$ cat src/rtl/line_buffer_scheduler_pkg.sv
// Shared constants, FSM encoding and enable-mask helpers
// for the line buffer scheduler.
package line_buffer_scheduler_pkg;

  localparam int NUM_LB     = 4;
  localparam int READ_LINES = 3;
  localparam int SEL_W      = $clog2(NUM_LB);

  typedef enum logic {
    IDLE = 1'b0,
    READ = 1'b1
  } state_t;

  function automatic logic [NUM_LB-1:0] onehot(
    input logic [SEL_W-1:0] sel
  );
    return NUM_LB'(1) << sel;
  endfunction

  // Bits base..base+READ_LINES-1, wrapping around the ring.
  function automatic logic [NUM_LB-1:0] rd_mask(
    input logic [SEL_W-1:0] base
  );
    logic [NUM_LB-1:0] m;
    m = '0;
    for (int i = 0; i < READ_LINES; i++) begin
      m[base + SEL_W'(i)] = 1'b1;
    end
    return m;
  endfunction

endpackage

$ cat src/rtl/line_buffer_scheduler.sv
// Ring scheduler over four external line buffers: one is
// written while three complete lines are read as a window.
module line_buffer_scheduler
  import line_buffer_scheduler_pkg::*;
#(
  parameter int LINE_WIDTH = 512,
  parameter int ADDR_W     = 9
) (
  input  logic              clk,
  input  logic              rst,
  input  logic              pixel_valid,
  output logic              in_ready,
  output logic [NUM_LB-1:0] lb_wr_en,
  output logic [ADDR_W-1:0] lb_wr_addr,
  input  logic              rd_ready,
  output logic              window_valid,
  output logic [NUM_LB-1:0] lb_rd_en,
  output logic [ADDR_W-1:0] lb_rd_addr,
  output logic              line_done
);

  localparam int OCC_W = $clog2(NUM_LB * LINE_WIDTH + 1);

  localparam logic [OCC_W-1:0] OCC_MAX =
    OCC_W'(NUM_LB * LINE_WIDTH);
  localparam logic [OCC_W-1:0] OCC_RD =
    OCC_W'(READ_LINES * LINE_WIDTH);
  localparam logic [OCC_W-1:0] OCC_LINE =
    OCC_W'(LINE_WIDTH);
  localparam logic [ADDR_W-1:0] LAST_COL =
    ADDR_W'(LINE_WIDTH - 1);

  state_t           state;
  state_t           state_nxt;
  logic [SEL_W-1:0] wr_sel;
  logic [SEL_W-1:0] rd_base;
  logic [OCC_W-1:0] occupancy;
  logic [OCC_W-1:0] occ_nxt;
  logic             wr_fire;
  logic             rd_fire;
  logic             wr_last;
  logic             rd_last;

  always_comb begin
    in_ready     = occupancy < OCC_MAX;
    wr_fire      = pixel_valid & in_ready;
    window_valid = state == READ;
    rd_fire      = window_valid & rd_ready;
    wr_last      = lb_wr_addr == LAST_COL;
    rd_last      = rd_fire && (lb_rd_addr == LAST_COL);
    lb_wr_en     = wr_fire ? onehot(wr_sel) : '0;
    lb_rd_en     = rd_fire ? rd_mask(rd_base) : '0;
  end

  // Write and line retire may coincide: net +1-LINE_WIDTH.
  always_comb begin
    occ_nxt = occupancy;
    if (wr_fire) begin
      occ_nxt = occ_nxt + OCC_W'(1);
    end
    if (rd_last) begin
      occ_nxt = occ_nxt - OCC_LINE;
    end
  end

  always_comb begin
    state_nxt = state;
    unique case (state)
      IDLE: begin
        if (occupancy >= OCC_RD) begin
          state_nxt = READ;
        end
      end
      READ: begin
        if (rd_last) begin
          state_nxt = IDLE;
        end
      end
      default: state_nxt = IDLE;
    endcase
  end

  always_ff @(posedge clk or posedge rst) begin
    if (rst) begin
      state <= IDLE;
    end else begin
      state <= state_nxt;
    end
  end

  always_ff @(posedge clk or posedge rst) begin
    if (rst) begin
      wr_sel     <= '0;
      lb_wr_addr <= '0;
    end else if (wr_fire) begin
      if (wr_last) begin
        lb_wr_addr <= '0;
        wr_sel     <= wr_sel + SEL_W'(1);
      end else begin
        lb_wr_addr <= lb_wr_addr + ADDR_W'(1);
      end
    end
  end

  always_ff @(posedge clk or posedge rst) begin
    if (rst) begin
      rd_base    <= '0;
      lb_rd_addr <= '0;
    end else if (rd_fire) begin
      if (rd_last) begin
        lb_rd_addr <= '0;
        rd_base    <= rd_base + SEL_W'(1);
      end else begin
        lb_rd_addr <= lb_rd_addr + ADDR_W'(1);
      end
    end
  end

  always_ff @(posedge clk or posedge rst) begin
    if (rst) begin
      occupancy <= '0;
      line_done <= 1'b0;
    end else begin
      occupancy <= occ_nxt;
      line_done <= rd_last;
    end
  end

endmodule

$ cat config.mk
export PLATFORM = sky130hd
export DESIGN_NAME = line_buffer_scheduler
export DESIGN_NICKNAME = d
export VERILOG_FILES = /design/src/rtl/line_buffer_scheduler_pkg.sv /design/src/rtl/line_buffer_scheduler.sv
export SDC_FILE = /design/constraint.sdc
export NUM_CORES = 1
export LEC_CHECK = 0
export ABC_AREA = 1
export ABC_CLOCK_PERIOD_IN_PS = 1630
export CAP_MARGIN = 15
export CORE_ASPECT_RATIO = 1.2
export CORE_MARGIN = 2
export CORE_UTILIZATION = 41
export DETAILED_ROUTE_END_ITERATION = 6
export GPL_ROUTABILITY_DRIVEN = 0
export GPL_TIMING_DRIVEN = 0
export PLACE_DENSITY = 0.77
export SETUP_SLACK_MARGIN = 0.4
export SLEW_MARGIN = 40
export SYNTH_ARGS = -nofsm -noshare
export SYNTH_HDL_FRONTEND = slang
export SYNTH_SLANG_ARGS = --single-unit
$ cat constraint.sdc
create_clock -name clk -period 1.63 [get_ports clk]
set_input_delay 0.2445 -clock clk [delete_from_list [all_inputs] [get_ports clk]]
set_output_delay 0.2445 -clock clk [all_outputs]
set_load 0.1 [all_outputs]
; Word level (Yosys, flattened, before mapping)
; Cells that the tools add are included.
[totals]
register_bits = 36
input_bits = 4
out_inout_bits = 29
[op_classes]
reduce_logical = 6
shifts = 1
addsub = 7
n_bitwise = 5
eq_ne = 2
muxes = 15
order_cmp = 8
[op_table]
columns = op, n
row1 = two-way mux 12 bit, 2
row2 = adder 9 x 1 -> 9 bit (second input constant), 2
row3 = equality test 9 bit (second input constant), 2
row4 = two-way mux 9 bit, 2
row5 = adder 12 x 1 -> 12 bit (second input constant), 1
row6 = >= comparator 12 x 11 -> 1 bit (second input constant), 1
row7 = < comparator 12 bit (second input constant), 1
row8 = subtractor 12 x 10 -> 12 bit (second input constant), 1
row9 = < comparator 2 x 3 -> 1 bit (second input constant), 3
row10 = two-way mux 4 bit, 2
row11 = bitwise OR 4 bit, 2
row12 = demux 1 bit (select 2 bit), 3
row13 = >= comparator 2 x 1 -> 1 bit (second input constant), 3
row14 = two-way mux 1 bit, 5
row15 = adder 2 x 1 -> 2 bit (second input constant), 2
row16 = logical AND 1 bit, 4
row17 = AND reduction 2 bit, 2
row18 = << shifter 1 x 2 -> 4 bit (first input constant), 1
row19 = adder 2 bit (second input constant), 1
row20 = bitwise AND 1 bit, 2
row21 = one-hot mux 1 bit (2 select lines), 1
row22 = NOT 1 bit, 1

; Depth between registers and ports, before layout
; Gate-level depths: netlist of the first run.
[depth]
word_depth = 8
ltp_mapped = 13

; Worst setup path before layout of the first run
; Ideal clock, no wire load.
[synth_path]
path_type = register to output
startpoint = reg state (netlist: window_valid)
endpoint = out lb_rd_en[0]
path_slack_ns = -1.196
arrival_ns = 2.582
required_ns = 1.385
stages_incl_launch_ff = 4
cell_sequence = dfrtp_1 -> nand2_2 -> clkbuf_1 -> nor2_1
[synth_between]
elab_chain_cells = 2
[synth_rtl]
columns = item, line
row1 = "start, declared", line_buffer_scheduler.sv:33  ; state_t state;
row2 = "start signal, assigned", line_buffer_scheduler.sv:87  ; state <= state_nxt;
row3 = bitwise AND 1 bit, line_buffer_scheduler.sv:48  ; rd_fire = window_valid & rd_ready;
row4 = two-way mux 4 bit, line_buffer_scheduler.sv:52  ; lb_rd_en = rd_fire ? rd_mask(rd_base) : '0;
row5 = "end, declared", line_buffer_scheduler.sv:17  ; output logic [NUM_LB-1:0] lb_rd_en,
; Every way passes these cells.

; Worst setup path in the final report of the first run
[layout_path]
startpoint = reg lb_rd_addr[1]
endpoint = reg occupancy[11]
[layout_between]
elab_chain_cells = 3
[layout_rtl]
columns = item, line
row1 = "start, declared", line_buffer_scheduler.sv:18  ; output logic [ADDR_W-1:0] lb_rd_addr,
row2 = "start signal, assigned", line_buffer_scheduler.sv:114  ; lb_rd_addr <= lb_rd_addr + ADDR_W'(1);
row3 = equality test 9 bit, line_buffer_scheduler.sv:50  ; rd_last = rd_fire && (lb_rd_addr == LAST_COL);
row4 = logical AND 1 bit, line_buffer_scheduler.sv:50
row5 = via rd_last, line_buffer_scheduler.sv:42  ; logic rd_last;
row6 = two-way mux 12 bit, line_buffer_scheduler.sv:61  ; if (rd_last) begin
row7 = via occ_nxt[11], line_buffer_scheduler.sv:38  ; logic [OCC_W-1:0] occ_nxt;
row8 = "end signal, assigned", line_buffer_scheduler.sv:124  ; occupancy <= occ_nxt;
row9 = "end, declared", line_buffer_scheduler.sv:37  ; logic [OCC_W-1:0] occupancy;
; The timed path passes the listed nets, and every way through them passes these cells.
; A chain may end at the register's enable or synchronous reset.

==> impl_metrics.env, run 1 <==
export IMPL_htree_levels=2
export IMPL_clock_sinks=36
export IMPL_die_w_microns=68.5
export IMPL_synth_edf_count=0
export IMPL_dieArea_sq_um=5580
export IMPL_io_buffer_count=32
export IMPL_fin_area_sq_um=3590
export IMPL_synth_common_cells="56 x nand2_1, 37 x inv_1, 36 x dfrtp_1"
export IMPL_grt_pass1_vias=1849
export IMPL_hold_viol=0
export IMPL_drv_cap=0
export IMPL_synth_area_per_cell_sq_um=8.30
export IMPL_timing_rr_start="lb_rd_addr[1]$_DFFE_PP0P_"
export IMPL_fin_crit_sh_pct=110
export IMPL_slowest_stage="dfrtp_4"
export IMPL_yosys_top_cells_area="dfrtp_1 44%, nand2_1 10%, ha_1 8.5%"
export IMPL_worst_path_buf_inv=4
export IMPL_start_kind="flip-flop"
export IMPL_ir_worst_vdd_uv=1230
export IMPL_num_fill_cells=309
export IMPL_min_period_ns=1.79
export IMPL_syn_nets=265
export IMPL_cts_buffer_depth=2
export IMPL_clock_latency_ns=0.29
export IMPL_critPathKind="reg -> reg"
export IMPL_clockRootBuffer="clkbuf_8"
export IMPL_switching_power_uw=1520
export IMPL_tightest_slew_ns=0.496
export IMPL_p_int_uw=1850
export IMPL_crit_family="simple AND/OR/NAND/NOR gates"
export IMPL_grt_start_max_net_pins=20
export IMPL_fin_skew_ns=0.00914
export IMPL_end_kind="flip-flop"
export IMPL_post_route_cells_drive_above_1_share_pct=57.2
export IMPL_n_antenna_cell=0
export IMPL_initial_core_util_pct=42.1
export IMPL_synth_cell_type_count=31
export IMPL_ys_flop_type="dfrtp_1"
export IMPL_rsz0062_at_grt="yes"
export IMPL_dieHeight_microns=81.5
export IMPL_outcome="finished with violations"
export IMPL_yosys_area_top_type="dfrtp_1"
export IMPL_grt_pass1_wl_microns=8450
export IMPL_slew_headroom_pct=67.2
export IMPL_ant_nets=0
export IMPL_dr_pass1_iters=4
export IMPL_synth_top_area_share_pct=44.0
export IMPL_r2r_cells=12
export IMPL_cts_buffers=5
export IMPL_drc=0
export IMPL_synth_area_sq_um=2050
export IMPL_cellLeakagePower_uw=0.00162
export IMPL_r2r_slack_ns=-0.16
export IMPL_fmax_ghz=0.559
export IMPL_synthCells=247
export IMPL_wl_microns=5710
export IMPL_setup_ws_ns=-0.160
export IMPL_r2r_end="occupancy[11]$_DFF_PP0_"
export IMPL_power_density_nw_per_um2=939
export IMPL_swShare_pct=45.0
export IMPL_critPathArrivalTime_ns=1.98
export IMPL_grt_util_all_layers_pct=20.7
export IMPL_io_pins=33
export IMPL_failed_checks="negative setup slack"
export IMPL_dr_first_iter_drc_count=90
export IMPL_cts_hold_buf=0
export IMPL_crit_required_ns=1.82
export IMPL_vias=1901
export IMPL_comb_power_share_pct=45.6
export IMPL_cts_tree="built"
export IMPL_slowest_delay_ns=0.44
export IMPL_yosysMostFrequentCell="nand2_1"
export IMPL_p_seq_share_pct=34.5
export IMPL_wl_per_cell_microns=14.8
export IMPL_hp_class="in -> async"
export IMPL_dp_hpwl_microns=3050
export IMPL_synth_async_sr_flop_share_pct=100
export IMPL_setup_viol=13
export IMPL_grt_remaining_overflow=0
export IMPL_dp_slack_ns=-0.358
export IMPL_multiInputGateArea_sq_um=1360
export IMPL_viasPerCell=4.94
export IMPL_synth_seq_cells=36
export IMPL_antenna_found_initial=0
export IMPL_syn2layout_area_growth_pct=75.0
export IMPL_path_common_cell="inv_2"
export IMPL_power_uw=3370
export IMPL_nets=342
export IMPL_synth_warnings=0
export IMPL_path_clk_slew_ns=0.08
export IMPL_dpl_cell_area_sq_um=2540
export IMPL_rows=28
export IMPL_crit_fanout=3
export IMPL_coreArea_sq_um=4870
export IMPL_crit_chain="ha_4 > nand4_1 > nor3_2 > ha_2 > inv_2 > nor2_4 > buf_6 > nand2_4 > inv_2 > nand3_2 > nand2_1 > inv_1"
export IMPL_drv_slew=0
export IMPL_hold_worst_slack_ns=0.277
export IMPL_ys_seq_area_share_pct=44.0
export IMPL_power_clock_fraction_pct=20.0
export IMPL_final_seq_area_sq_um=955
worst reg2reg max path, stage by stage, from the launching register on:
cell and delay, ns:
dfrtp_4 0.44, ha_4 0.14, nand4_1 0.14, nor3_2 0.20
ha_2 0.21, inv_2 0.05, nor2_4 0.13, buf_6 0.14
nand2_4 0.05, inv_2 0.05, nand3_2 0.05, nand2_1 0.06
inv_1 0.03
per-layer routing:
| layer | global-route usage (%) | share of wire, % | up-vias |
|---|---|---|---|
| li1 | - | - | 927 |
| met1 | 22.7 | 38 | 924 |
| met2 | 37.2 | 57 | 42 |
| met3 | 5.48 | 3.9 | 8 |
| met4 | 7.80 | 1.7 | 0 |
| met5 | 0 | 0 | - |
area by class of cell:
class | count | share of cell area, %
inverters | 41 | 4.85
plain buffers | 4 | 1.88
repair buffers | 70 | 24.1
clock buffers | 8 | 2.51
well taps | 60 | 2.09
flip-flops and latches | 36 | 26.6
multi-input cells | 166 | 37.9
state kept, by name (all words and copies together), names as in the netlist:
register,cells
wr_sel,2
rd_base,2
occupancy,12
line_done,1
window_valid,1
lb_rd_addr,9
lb_wr_addr,9
logic make-up (layout without fill, tap and decap cells):
group,after synthesis,after routing,share of synthesized area [%]
adders and majority gates,14,14,8.55
AOI/OAI and AO/OA,23,23,6.41
DFF,36,36,44.0
and+or+nand+nor,118,118,27.5
xor gates and xnor gates,11,11,4.70
buffers and inverters,45,123,8.85
how the worst max path moves through the flow:
stage	start	end	slack [ns]	depth (start not counted)
6_report	lb_rd_addr[1]$_DFFE_PP0P_	occupancy[11]$_DFF_PP0_	-0.16	12
5_1_grt	lb_rd_addr[3]$_DFFE_PP0P_	occupancy[11]$_DFF_PP0_	-0.26	13
3_3_place_gp	pixel_valid	lb_wr_en[0]	-0.99	5
4_1_cts	lb_rd_addr[1]$_DFFE_PP0P_	occupancy[11]$_DFF_PP0_	-0.06	12
2_1_floorplan	lb_rd_addr[1]$_DFFE_PP0P_	occupancy[11]$_DFF_PP0_	-0.30	12
3_5_place_dp	pixel_valid	occupancy[10]$_DFF_PP0_	-0.36	10
power by group through the flow:
stage	combinational (uW)	sequential (uW)	clock (uW)
2_1_floorplan	362	1770	0
4_1_cts	1460	1150	684
6_report	1530	1160	673
3_5_place_dp	1170	1150	0
5_1_grt	1610	1180	719
3_3_place_gp	1240	1160	0
per-stage QoR:
stage                     utilization [%]  std cells  TNS (ns)
after floorplan                         -        247     -2.19
after global placement               54.5        339    -23.67
after detailed placement             52.1        340     -2.33
after CTS                            68.7        375    -0.236
after global routing                 73.7        385     -2.32
final                                73.7        385     -1.27
timing repair:
action / in CTS / in global routing
gates cloned: 1 / 0
pin swaps: 23 / 24
hold endpoints to repair: 0 / 0
setup buffers: 26 / 10
setup endpoints to repair: 56 / 53
resized for setup: 139 / 48
cells in the final DEF, fill, tap and decap left out, types with 10 or more instances in the layout:
cell type / count
dfrtp_2: 10
nor2_4: 18
nand2_1: 43
dfrtp_4: 11
nand2_2: 10
buf_6: 23
inv_2: 11
buf_4: 25
dfrtp_1: 15
buf_12: 20
inv_1: 25
nor2_1: 10
No activity file was read; power rests on OpenSTA's default activity.
==> inputs of run 2 (changes only) <==
--- a/config.mk
+++ b/config.mk
@@ -5,16 +5,17 @@
 export SDC_FILE = /design/constraint.sdc
 export NUM_CORES = 1
 export LEC_CHECK = 0
-export ABC_AREA = 1
 export ABC_CLOCK_PERIOD_IN_PS = 1630
 export CAP_MARGIN = 15
+export CELL_PAD_IN_SITES_DETAIL_PLACEMENT = 1
+export CELL_PAD_IN_SITES_GLOBAL_PLACEMENT = 2
 export CORE_ASPECT_RATIO = 1.2
 export CORE_MARGIN = 2
-export CORE_UTILIZATION = 41
+export CORE_UTILIZATION = 29
 export DETAILED_ROUTE_END_ITERATION = 6
 export GPL_ROUTABILITY_DRIVEN = 0
 export GPL_TIMING_DRIVEN = 0
-export PLACE_DENSITY = 0.77
+export PLACE_DENSITY = 0.85
 export SETUP_SLACK_MARGIN = 0.4
 export SLEW_MARGIN = 40
 export SYNTH_ARGS = -nofsm -noshare
==> impl_metrics.env, run 2 <==
export IMPL_outcome="finished with violations"
export IMPL_failed_checks="negative setup slack"
export IMPL_layout_cells_non_filler=362
export IMPL_dieHeight_microns=92.5
export IMPL_start_kind="flip-flop"
export IMPL_synth_async_sr_flop_share_pct=100
export IMPL_dr_pass1_iters=4
export IMPL_syn2layout_area_growth_pct=92.1
export IMPL_coreArea_sq_um=6370
export IMPL_dr_first_iter_drc_count=22
export IMPL_power_clock_fraction_pct=16.6
export IMPL_htree_levels=2
export IMPL_synthCells=189
export IMPL_antenna_found_initial=0
export IMPL_switching_power_uw=2220
export IMPL_grt_start_max_net_pins=25
export IMPL_largest_register="occupancy"
export IMPL_synth_adder_area_share_pct=9.26
export IMPL_clock_latency_ns=0.29
export IMPL_io_pins=33
export IMPL_synthMuxAreaShare_pct=1.72
export IMPL_syn_nets=207
export IMPL_slowest_stage="dfrtp_4"
export IMPL_critPathKind="reg -> reg"
export IMPL_hold_worst_slack_ns=0.251
export IMPL_setup_viol=23
export IMPL_clockRootBuffer="clkbuf_8"
export IMPL_swShare_pct=45.8
export IMPL_grt_pass1_wl_microns=9800
export IMPL_cts_buffer_depth=2
export IMPL_tightest_slew_ns=0.389
export IMPL_grt_remaining_overflow=0
export IMPL_p_int_uw=2630
export IMPL_reg_largest_list="occupancy x12, lb_rd_addr x9, lb_wr_addr x9"
export IMPL_slew_headroom_pct=74.1
export IMPL_dp_hpwl_microns=3370
export IMPL_fin_skew_ns=0.00742
export IMPL_crit_family="flip-flops"
export IMPL_grt_util_all_layers_pct=17.6
export IMPL_io_buffer_count=32
export IMPL_crit_required_ns=1.81
export IMPL_synth_common_cells="36 x dfrtp_1, 25 x nand2_1, 17 x nor2_1"
export IMPL_hp_class="in -> async"
export IMPL_tns_ns=-2.60
export IMPL_synth_area_per_cell_sq_um=10.0
export IMPL_clock_sinks=36
export IMPL_yosys_area_share_xor_xnor_pct=7.87
export IMPL_synth_warnings=0
export IMPL_power_uw=4850
export IMPL_ant_nets=0
export IMPL_synth_top_area_share_pct=47.6
export IMPL_fin_crit_sh_pct=111
export IMPL_worst_path_buf_inv=1
export IMPL_synth_edf_count=0
export IMPL_power_density_nw_per_um2=1340
export IMPL_drv_cap=0
export IMPL_ys_seq_area_share_pct=47.6
export IMPL_hold_viol=0
export IMPL_fmax_ghz=0.555
export IMPL_dp_cells=308
export IMPL_synthSimpleGateAreaFrac_pct=22.2
export IMPL_crit_fanout=7
export IMPL_drc=0
export IMPL_cellLeakagePower_uw=0.00150
export IMPL_rows=32
export IMPL_crit_chain="ha_4 > and3_4 > nand3_4 > nor2_4 > ha_4 > buf_8 > nand2b_4 > o31ai_1"
export IMPL_ys_flop_type="dfrtp_1"
export IMPL_initial_core_util_pct=29.7
export IMPL_wl_per_cell_microns=17.3
export IMPL_slowest_delay_ns=0.50
export IMPL_die_w_microns=77.7
export IMPL_min_period_ns=1.80
export IMPL_n_antenna_cell=0
export IMPL_fin_util_pct=57.1
export IMPL_comb_power_share_pct=52.5
export IMPL_largest_reg_flops=12
export IMPL_critPathArrivalTime_ns=1.99
export IMPL_most_common_layout_cells="25 x buf_4, 22 x buf_6, 22 x buf_12, 18 x nand2_1, 16 x dfrtp_1"
export IMPL_synth_area_sq_um=1890
export IMPL_p_seq_share_pct=30.8
export IMPL_yosys_area_top_type="dfrtp_1"
export IMPL_cts_buffers=5
export IMPL_path_common_cell="ha_4"
export IMPL_yosys_top_cells_area="dfrtp_1 48%, ha_1 9.3%, xnor2_1 6.0%"
export IMPL_nets=294
export IMPL_path_clk_slew_ns=0.08
export IMPL_cts_tree="built"
export IMPL_end_kind="flip-flop"
export IMPL_viasPerCell=4.79
export IMPL_vias=1735
export IMPL_synth_compound_gate_area_share_pct=8.53
export IMPL_rsz0062_at_grt="yes"
export IMPL_dieArea_sq_um=7190
export IMPL_yosysMostFrequentCell="dfrtp_1"
export IMPL_wl_microns=6270
export IMPL_drv_slew=0
export IMPL_final_common_cell="buf_4"
export IMPL_grt_pass1_vias=1951
export IMPL_r2r_slack_ns=-0.17
export IMPL_setup_ws_ns=-0.172
export IMPL_synth_cell_type_count=32
export IMPL_synth_seq_cells=36
export IMPL_ir_worst_vdd_uv=1040
export IMPL_synth_top_family_by_area="simple AND/OR/NAND/NOR gates"
export IMPL_post_route_cells_drive_above_1_share_pct=65.0
export IMPL_num_fill_cells=626
run 2: changes by cell type after synthesis, moves of 6 or more:
cell,previous run,this run
nand2_1,56,25
inv_1,37,7
nor2_1,26,17
xnor2_1,4,13
and3_1,0,8
nand3_1,11,3
o21ai_1,0,7
and2_1,0,6
nand2b_1,0,6
run 2: stage by stage:
step	worst slack [ns]	area, sq um
after global placement	-1.26	2540
after floorplan	-0.360	2120
after CTS	-0.149	3340
after detailed placement	-0.561	2430
after global routing	-0.250	3630
final	-0.172	3630
run 2: worst register-to-register path: stages, from the launching register on:
cell and delay (ns):
dfrtp_4 0.50, ha_4 0.16, and3_4 0.18, nand3_4 0.09
nor2_4 0.05, ha_4 0.15, buf_8 0.12, nand2b_4 0.18
o31ai_1 0.25
run 2: final timing paths:
kind / depth (start not counted) / endpoint / from
worst max-delay path: 8 / lb_wr_addr[5]$_DFFE_PP0N_ / lb_wr_addr[0]$_DFFE_PP0N_
worst min-delay path: 3 / lb_wr_addr[8]$_DFFE_PP0N_ / rst
worst max register to register: 8 / lb_wr_addr[5]$_DFFE_PP0N_ / lb_wr_addr[0]$_DFFE_PP0N_
worst min register to register: 1 / occupancy[8]$_DFFE_PP0N_ / occupancy[8]$_DFFE_PP0N_
max in group asynchronous: 4 / lb_rd_addr[1]$_DFFE_PP0P_ / rst
min in group clk: 1 / occupancy[8]$_DFFE_PP0N_ / occupancy[8]$_DFFE_PP0N_
run 2: power groups by stage:
stage / sequential, uW / clock, uW / combinational, uW
detailed placement: 1470 / 0 / 1680
CTS: 1450 / 835 / 2250
global route: 1540 / 876 / 2670
global placement: 1460 / 0 / 1770
floorplan: 2340 / 0 / 492
finish: 1500 / 807 / 2550
run 2: cell families (layout without fill, tap and decap cells):
logic type / count (synthesis) / after routing
AO/OA/AOI/OAI: 27 / 27
XOR/XNOR: 17 / 17
adder cells (fa/ha/maj): 14 / 14
buffers and inverters: 13 / 101
flip-flops: 36 / 36
multiplexers: 3 / 3
AND/OR/NAND/NOR: 79 / 79
run 2: layout make-up:
type                       instances  area (sq um)  share of cell area [%]
inverter                           7          28.8                   0.792
sequential                        36           946                    26.0
buffer                             6          85.1                    2.34
clock buffer                       5          68.8                    1.89
tap                               85           106                    2.93
clock inverter                     3          42.5                    1.17
timing repair buffer              80          1040                    28.6
multi-input combinational        140          1320                    36.2
run 2: per-layer routing:
layer | share of wire, % | wire, microns | GRT usage [%] | up-vias
met5 | 0 | 0 | 0 | -
met2 | 58 | 3600 | 32.5 | 33
met4 | 1.3 | 83 | 7.44 | 0
li1 | - | - | - | 816
met3 | 2.9 | 182 | 3.02 | 6
met1 | 38 | 2400 | 19.6 | 880
run 2: repair_timing:
| action | 4_1_cts | 5_1_grt |
|---|---|---|
| hold buffers | 0 | 0 |
| buffers inserted | 31 | 14 |
| resized for setup | 141 | 50 |
| setup endpoints to repair | 64 | 58 |
| gates cloned | 1 | 0 |
| pin swaps | 14 | 14 |
==> inputs of run 3 (changes only) <==
--- a/config.mk
+++ b/config.mk
@@ -5,17 +5,16 @@
 export SDC_FILE = /design/constraint.sdc
 export NUM_CORES = 1
 export LEC_CHECK = 0
-export ABC_CLOCK_PERIOD_IN_PS = 1630
+export ABC_CLOCK_PERIOD_IN_PS = 1900
 export CAP_MARGIN = 15
 export CELL_PAD_IN_SITES_DETAIL_PLACEMENT = 1
 export CELL_PAD_IN_SITES_GLOBAL_PLACEMENT = 2
 export CORE_ASPECT_RATIO = 1.2
-export CORE_MARGIN = 2
-export CORE_UTILIZATION = 29
+export CORE_UTILIZATION = 33
 export DETAILED_ROUTE_END_ITERATION = 6
 export GPL_ROUTABILITY_DRIVEN = 0
 export GPL_TIMING_DRIVEN = 0
-export PLACE_DENSITY = 0.85
+export PLACE_DENSITY = 0.91
 export SETUP_SLACK_MARGIN = 0.4
 export SLEW_MARGIN = 40
 export SYNTH_ARGS = -nofsm -noshare
==> constraint.sdc (replaced) <==
create_clock -name clk -period 1.9 [get_ports clk]
set_input_delay 0.285 -clock clk [delete_from_list [all_inputs] [get_ports clk]]
set_output_delay 0.285 -clock clk [all_outputs]
set_load 0.1 [all_outputs]
==> impl_metrics.env, run 3 (same netlist as run 2, synthesis figures left out) <==
export IMPL_outcome="finished with violations"
export IMPL_failed_checks="design-rule violations"
export IMPL_wl_microns=6610
export IMPL_power_density_nw_per_um2=1140
export IMPL_grt_remaining_overflow=0
export IMPL_swShare_pct=50.3
export IMPL_ant_nets=0
export IMPL_io_pins=33
export IMPL_m1WireLength_microns=2470
export IMPL_crit_fanout=6
export IMPL_largest_reg_flops=12
export IMPL_clock_sinks=36
export IMPL_reg_largest_list="occupancy x12, lb_rd_addr x9, lb_wr_addr x9"
export IMPL_fin_crit_sh_pct=98.2
export IMPL_rsz0062_at_grt="yes"
export IMPL_route_met3_wl_microns=185
export IMPL_dieHeight_microns=84.9
export IMPL_switching_power_uw=1850
export IMPL_drc=3
export IMPL_n_antenna_cell=0
export IMPL_top_layer="met4"
export IMPL_syn2layout_area_growth_pct=69.8
export IMPL_post_route_cells_drive_above_1_share_pct=60.0
export IMPL_slowest_stage="dfrtp_4"
export IMPL_cts_buffers=5
export IMPL_setup_viol=0
export IMPL_cts_tree="built"
export IMPL_fin_skew_ns=0.0107
export IMPL_end_kind="flip-flop"
export IMPL_critPathKind="reg -> reg"
export IMPL_htree_levels=2
export IMPL_most_common_layout_cells="42 x buf_4, 20 x nand2_1, 19 x dfrtp_1, 12 x buf_2, 10 x xnor2_1"
export IMPL_dp_slack_ns=-0.321
export IMPL_die_w_microns=71.1
export IMPL_wl_met2_microns=3680
export IMPL_hold_viol=0
export IMPL_tns_ns=0
export IMPL_slowest_delay_ns=0.50
export IMPL_fin_area_sq_um=3210
export IMPL_grt_util_all_layers_pct=19.7
export IMPL_nets=287
export IMPL_critPathArrivalTime_ns=2.07
export IMPL_dp_cells=284
export IMPL_initial_core_util_pct=35.0
export IMPL_clockRootBuffer="clkbuf_8"
export IMPL_ir_worst_vdd_uv=978
export IMPL_dp_hpwl_microns=3060
export IMPL_wl_per_cell_microns=19.9
export IMPL_tightest_slew_ns=0.490
export IMPL_power_clock_fraction_pct=16.4
export IMPL_grt_start_max_net_pins=21
export IMPL_fmax_ghz=0.536
export IMPL_hp_class="in -> async"
export IMPL_clock_latency_ns=0.31
export IMPL_rows=29
export IMPL_p_int_uw=1830
export IMPL_start_kind="flip-flop"
export IMPL_path_clk_slew_ns=0.08
export IMPL_io_buffer_count=32
export IMPL_viasPerCell=5.30
export IMPL_grt_pass1_vias=1812
export IMPL_dieArea_sq_um=6040
export IMPL_cts_buffer_depth=2
export IMPL_coreArea_sq_um=5410
export IMPL_dpl_cell_area_sq_um=2400
export IMPL_drv_slew=0
export IMPL_final_common_cell="buf_4"
export IMPL_p_seq_share_pct=34.1
export IMPL_setup_ws_ns=0.0344
export IMPL_dr_pass1_iters=7
export IMPL_vias=1760
export IMPL_layout_cells_non_filler=332
export IMPL_comb_power_share_pct=49.4
export IMPL_crit_required_ns=2.10
export IMPL_largest_register="occupancy"
export IMPL_cellLeakagePower_uw=0.00138
export IMPL_grt_pass1_wl_microns=9020
export IMPL_drv_cap=0
export IMPL_min_period_ns=1.87
export IMPL_slew_headroom_pct=67.6
export IMPL_crit_chain="ha_4 > and3_4 > nand3_4 > nor2_2 > ha_2 > buf_8 > buf_4 > a31oi_4 > o21ai_1 > o31ai_1"
export IMPL_dr_first_iter_drc_count=59
export IMPL_antenna_found_initial=0
## run 3: cell type report
type / count / area [sq um]
tap: 62 / 77.6
inverter: 7 / 26.3
sequential: 36 / 942
timing repair buffer: 73 / 688
multi-input combinational: 140 / 1310
clock buffer: 8 / 90.1
buffer: 6 / 75.1
fill: 574 / 2190
## run 3: power groups by stage
stage	logic [uW]	registers (uW)	clock network, uW
2_1_floorplan	420	2010	0
3_3_place_gp	1510	1250	0
3_5_place_dp	1440	1250	0
4_1_cts	1700	1210	589
5_1_grt	1900	1280	640
6_report	1820	1250	603
## run 3: worst max-delay path, delay by kind of cell, from the launching register on
family	cells	cell delay, ns
adder cells (fa/ha/maj)	2	0.34
flip-flops	1	0.50
AND/OR/NAND/NOR	3	0.31
AO/OA/AOI/OAI	3	0.33
buffers and inverters	2	0.28
## run 3: path summary, 6_finish.rpt
check                      cells past startpoint  slack (ns)                 startpoint                        end
setup / recovery                              10        0.03  lb_wr_addr[0]$_DFFE_PP0N_  lb_wr_addr[6]$_DFFE_PP0N_
hold / removal                                 2        0.31                        rst  lb_rd_addr[1]$_DFFE_PP0P_
setup reg to reg                              10        0.03  lb_wr_addr[0]$_DFFE_PP0N_  lb_wr_addr[6]$_DFFE_PP0N_
hold reg to reg                                1        0.51  lb_wr_addr[3]$_DFFE_PP0N_  lb_wr_addr[3]$_DFFE_PP0N_
max in group asynchronous                      3        1.12                        rst   occupancy[2]$_DFFE_PP0N_
min in group clk                               1        0.51  lb_wr_addr[3]$_DFFE_PP0N_  lb_wr_addr[3]$_DFFE_PP0N_
## run 3: repair_timing
action,in CTS,in global routing
pin swaps,17,14
gates resized for setup,71,40
gates cloned,1,0
hold buffers,0,0
hold endpoints to repair,0,0
buffers inserted,32,7
endpoints found under the setup margin,36,45
## run 3: per-layer routing
layer / up-vias / track usage [%]
li1: 802 / -
met1: 891 / 21.1
met2: 47 / 37.2
met3: 20 / 3.56
met4: 0 / 8.36
met5: - / 0
## run 3: metrics by stage
step                util (%)  hold WS [ns]  power (uW)
floorplan                  -         0.446        2430
global placement        46.5         0.463        2760
detailed placement      44.3         0.469        2690
CTS                     55.9         0.327        3500
global route            59.4         0.339        3820
finish                  59.4         0.305        3670
